===== config.mk =====
export PLATFORM = sky130hd
export DESIGN_NAME = con_ff_unit
export DESIGN_NICKNAME = d
export VERILOG_FILES = /design/src/rtl/con_ff_unit.sv
export SDC_FILE = /design/constraint.sdc
export NUM_CORES = 1
export LEC_CHECK = 0
export BUFFER_PORTS_ARGS = -buffer_cell sky130_fd_sc_hd__buf_2
export CORE_MARGIN = 8
export CORE_UTILIZATION = 36
export DETAILED_ROUTE_END_ITERATION = 6
export GPL_ROUTABILITY_DRIVEN = 0
export PLACE_DENSITY_LB_ADDON = 0.1
export SYNTH_ARGS = -nofsm -noshare
export SYNTH_HDL_FRONTEND = slang
export SYNTH_SLANG_ARGS = --single-unit

===== constraint.sdc =====
create_clock -name clock -period 2.33 [get_ports clock]
set_clock_uncertainty 0.05 [all_clocks]
set_input_delay 0.1165 -clock clock [delete_from_list [all_inputs] [get_ports clock]]
set_output_delay 0.1165 -clock clock [all_outputs]
set_load 0.05 [all_outputs]

===== src/rtl/con_ff_unit.sv =====
`default_nettype none
// ============================================================================
// Module   : con_ff_unit
// Purpose  : Conditional-branch (CON) flag unit. Captures the 3-bit branch
//            condition field from the instruction word, evaluates it against
//            the bus value when strobed, and holds the registered CON flag.
//            Also tracks a sequencing state, a sticky misuse flag and a
//            saturating taken-branch counter.
// Ports    : clock       - rising-edge clock
//            clear       - synchronous active-high reset
//            ir_in       - instruction word (condition field at CFIELD_LSB)
//            ir_load     - capture the condition field this cycle
//            bus_in      - value under test (Ra contents)
//            con_in      - evaluate the condition and load CON
//            count_clr   - zero the taken counter
//            con_out     - registered CON flag
//            con_valid   - con_out holds a result for the current instruction
//            con_err     - sticky: con_in seen with no condition armed
//            taken_count - saturating count of true evaluations
// Revision : 1.0 - initial release
// ============================================================================
module con_ff_unit #(
  parameter int DATA_W     = 32,
  parameter int CFIELD_LSB = 19,
  parameter int CNT_W      = 16
) (
  input  logic              clock,
  input  logic              clear,
  input  logic [DATA_W-1:0] ir_in,
  input  logic              ir_load,
  input  logic [DATA_W-1:0] bus_in,
  input  logic              con_in,
  input  logic              count_clr,
  output logic              con_out,
  output logic              con_valid,
  output logic              con_err,
  output logic [CNT_W-1:0]  taken_count
);

  typedef enum logic [1:0] {
    S_IDLE     = 2'd0,
    S_ARMED    = 2'd1,
    S_RESOLVED = 2'd2
  } state_t;

  localparam logic [CNT_W-1:0] c_CNT_MAX = {CNT_W{1'b1}};

  state_t           r_state, w_state_nxt;
  logic [2:0]       r_cond, w_cond_nxt;
  logic             r_con, w_con_nxt;
  logic             r_valid, w_valid_nxt;
  logic             r_err, w_err_nxt;
  logic [CNT_W-1:0] r_cnt, w_cnt_nxt;

  logic [2:0] w_ir_cond;
  logic [2:0] w_eval_cond;
  logic       w_zero;
  logic       w_neg;
  logic       w_result;
  logic       w_do_eval;

  assign w_ir_cond = ir_in[CFIELD_LSB+2:CFIELD_LSB];

  // A simultaneous ir_load uses the incoming field, not the stale held one.
  assign w_eval_cond = ir_load ? w_ir_cond : r_cond;

  assign w_zero = ~|bus_in;
  assign w_neg  = bus_in[DATA_W-1];

  always_comb begin
    w_result = 1'b0;
    case (w_eval_cond)
      3'b000: w_result = 1'b0;
      3'b001: w_result = 1'b1;
      3'b010: w_result = w_zero;
      3'b011: w_result = ~w_zero;
      3'b100: w_result = ~w_neg;
      3'b101: w_result = w_neg;
      3'b110: w_result = ~w_neg & ~w_zero;
      3'b111: w_result = w_neg | w_zero;
      default: w_result = 1'b0;
    endcase
  end

  // Evaluation needs an armed condition, or one arriving this very cycle.
  assign w_do_eval = con_in && (ir_load || (r_state != S_IDLE));

  always_comb begin
    w_state_nxt = r_state;
    w_cond_nxt  = r_cond;
    w_con_nxt   = r_con;
    w_valid_nxt = r_valid;
    w_err_nxt   = r_err;
    w_cnt_nxt   = r_cnt;

    if (ir_load) begin
      w_cond_nxt  = w_ir_cond;
      w_con_nxt   = 1'b0;
      w_valid_nxt = 1'b0;
      w_state_nxt = S_ARMED;
    end

    if (w_do_eval) begin
      w_con_nxt   = w_result;
      w_valid_nxt = 1'b1;
      w_state_nxt = S_RESOLVED;
    end else if (con_in) begin
      w_err_nxt = 1'b1;
    end

    if (count_clr) begin
      w_cnt_nxt = '0;
    end else if (w_do_eval && w_result && (r_cnt != c_CNT_MAX)) begin
      w_cnt_nxt = r_cnt + 1'b1;
    end
  end

  always_ff @(posedge clock) begin
    if (clear) begin
      r_state <= S_IDLE;
      r_cond  <= 3'b000;
      r_con   <= 1'b0;
      r_valid <= 1'b0;
      r_err   <= 1'b0;
      r_cnt   <= '0;
    end else begin
      r_state <= w_state_nxt;
      r_cond  <= w_cond_nxt;
      r_con   <= w_con_nxt;
      r_valid <= w_valid_nxt;
      r_err   <= w_err_nxt;
      r_cnt   <= w_cnt_nxt;
    end
  end

  assign con_out     = r_con;
  assign con_valid   = r_valid;
  assign con_err     = r_err;
  assign taken_count = r_cnt;

endmodule
`default_nettype wire

==> impl_metrics.tcl <==
set metrics [dict create \
    setup_viol 0 \
    synthArstFlopShare 0 \
    antennaDiodeCount 0 \
    startpoint "r_cond[0]$_SDFF_PP0_" \
    cp_data_required_time_ns 2.53 \
    cts_tree "yes" \
    criticalPathCategory "reg2reg" \
    grt_pass1_vias 1310 \
    synth_most_common_cell "dfxtp_1" \
    vias 1329 \
    fill_cells 310 \
    cp-start-kind "flop" \
    via_per_inst 5.295 \
    hold_start "ir_in[20]" \
    syn_area_um2 1169 \
    reg2reg_from "r_cond[0]$_SDFF_PP0_" \
    grt_overflow 0 \
    grt_pass1_wl_mm 5.554 \
    cts_buffers 3 \
    crit_chain "mux2i_1, or2_2, a211o_1, and2_1, buf_4, or3_1, a21oi_1" \
    coreArea_um2 3078 \
    fp.dieH_um 72.98 \
    globalRouteTotalUtil 0.1294 \
    synth.area.mux_share 0.03426 \
    clockBufferDepth 2 \
    cellLeakagePower_nw 0.6591 \
    synth_cells 146 \
    place_inst 246 \
    layout-drive-gt1-share 0.3382 \
    fin_crit_sh 0.9250 \
    die_area_um2 5325 \
    firstDrtPassIters 4 \
    cts_root_buffer "clkbuf_4" \
    final_cells 251 \
    min_path_cells 3 \
    synth-simple-area-share 0.3587 \
    ys_ff_latch 23 \
    comb_power_share 0.147 \
    synth_fa_ha_area_frac 0.01071 \
    post_cts_buffers 0 \
    max_freq_mhz 464.0 \
    dieWidth_um 72.98 \
    synth_top_area_frac 0.3940 \
    intPower_w 0.0005139 \
    drt_iter0_drc 71 \
    worstPathMaxFanout 14 \
    worstMarginPinSlew_ns 0.4158 \
    yosysSeqAreaShare 0.3940 \
    finalInstanceArea_um2 1548 \
    worstSkewPairLatency_ns 0.31 \
    initial_core_util 0.3797 \
    routedWlPerCell_um 13.18 \
    rows 20 \
    slowest_delay_ns 0.34 \
    fin_nets 278 \
    layout_setup_ws_ns 0.1747 \
    synth_nets 216 \
    antenna_found_initial 0 \
    slowest_stage "dfxtp_1" \
    r2r_end "taken_count[15]$_SDFFE_PP0P_" \
    ys_top_cells_by_area "dfxtp_1, a21oi_1, or3_1, o21ai_0, nand3_1" \
    dpl_cell_area_um2 1511 \
    power.net_switching_w 0.0001798 \
    switching_share 0.2592 \
    synthTopCellsByCount "dfxtp_1, a21oi_1, nand2_1, o21ai_0, or3_1" \
    clk_transition_reported_paths_ns 0.12 \
    synth_edf_count 0 \
    min_path_type "in2reg" \
    htreeDepth 1 \
    dp_slack_ns -0.1418 \
    postSynthAreaPerCell_um2 8.004 \
    clkSinkCount 23 \
    ant_nets 0 \
    dp_hpwl_mm 2.637 \
    finalMaxSlewViolations 0 \
    p_total_w 0.0006937 \
    ir_worst_vdd_mv 0.2273 \
    areaGrowthSynthToFinish_pct 32.44 \
    powerDensity_nw_per_um2 448.2 \
    pwr-share-seq 0.584 \
    io_buffers 58 \
    p_clk_frac 0.269 \
    num_io_pins 88 \
    hold_viol 0 \
    synth_top_family_by_area "simple AND/OR/NAND/NOR gates" \
    arrival_ns 2.36 \
    synth_compound_area_frac 0.1617 \
    routed_wirelength_mm 3.308 \
    drc_errors 0 \
    holdWs_ns 0.01570 \
    end_kind "flop" \
    yosys.area_share.xor_xnor 0 \
    grt_max_degree 16 \
    grt_setup_unrepaired "false" \
    post-route-min-period_ns 2.155 \
    reg2reg_setup_slack_ns 0.17 \
    synthFlopType "dfxtp_1" \
    min_to "r_cond[1]$_SDFF_PP0_" \
    relSlewSlack 0.7228 \
    status "completed" \
    synth_warnings 0 \
    synth_cell_type_count 28 \
    rr_worst_depth 7 \
    maxCapViolations 0 \
    synth_top_cell_by_area "dfxtp_1" \
]
[cell type report]
cell class	instances	area (um2)	share of cell area
clock buffer	4	26.28	0.01698
multi-input combinational	115	660.6	0.4268
sequential	23	460.4	0.2975
timing repair buffer	65	345.3	0.2231
tap	44	55.05	0.03557
[flip-flops by register name, indices dropped and copies added, names as in the netlist]
| signal | count |
|---|---|
| con_valid | 1 |
| r_state | 1 |
| con_out | 1 |
| con_err | 1 |
| taken_count | 16 |
| r_cond | 3 |
[placed cells by master, fill, tap and decap left out, drive strengths merged, types with 2 or more instances in the layout]
cell type	count
or4	5
o21ai	11
o31ai	3
nand2	11
clkbuf	4
nand4	4
mux2i	4
a21oi	17
nand2b	2
dfxtp	23
or3	11
buf	64
nand3	9
nor2	10
and3	4
or2	2
nor3	7
nor4	6
[per-layer routing]
layer,global-route usage,part of all wire,vias to the layer above
li1,-,-,675
met1,0.1415,0.43,613
met2,0.2197,0.47,37
met3,0.05907,0.085,4
met4,0.03333,0.0088,0
met5,0,0,-
[cells by family (layout without fill, tap and decap cells)]
family / count (synthesis) / in the layout
adders and majority gates: 1 / 1
buffers and inverters: 8 / 69
muxes: 4 / 4
DFF: 23 / 23
AOI/OAI and AO/OA: 34 / 34
and+or+nand+nor: 76 / 76
[worst max-delay path, delay by kind of cell, from the launching register on]
| kind | cells | cell delay, ns |
|---|---|---|
| flops | 1 | 0.34 |
| compound gates | 2 | 0.40 |
| mux | 1 | 0.12 |
| buf+inv | 1 | 0.22 |
| simple gates | 3 | 0.95 |
[per-stage QoR]
| stage | util | setup TNS [ns] |
|---|---|---|
| after floorplan | - | 0 |
| after global placement | 0.4911 | -1.118 |
| after detailed placement | 0.4911 | -1.166 |
| after CTS | 0.5028 | 0 |
| after global routing | 0.5028 | 0 |
| final | 0.5028 | 0 |
[worst max-delay path by stage]
stage | slack (ns) | to
after floorplan | 0.10 | taken_count[10]$_SDFFE_PP0P_
after CTS | 0.17 | taken_count[15]$_SDFFE_PP0P_
final | 0.17 | taken_count[15]$_SDFFE_PP0P_
after global placement | -0.14 | taken_count[15]$_SDFFE_PP0P_
after global routing | 0.02 | taken_count[6]$_SDFFE_PP0P_
after detailed placement | -0.14 | taken_count[15]$_SDFFE_PP0P_
[what timing repair did]
action | CTS | global route
hold buffers | 1 | 0
gates resized for setup | 0 | 0
endpoints found under the hold margin | 1 | 0
endpoints found under the setup margin | 0 | 0
[power by group through the flow]
stage	clock network, W	logic, W	registers, W
6_report	0.000187	0.000102	0.000405
5_1_grt	0.000215	0.000113	0.000406
4_1_cts	0.000194	0.000103	0.000405
3_5_place_dp	0	0.000102	0.000414
3_3_place_gp	0	0.0000984	0.000413
2_1_floorplan	0	0.0000432	0.000427
Power figures use the tool's default switching activity.
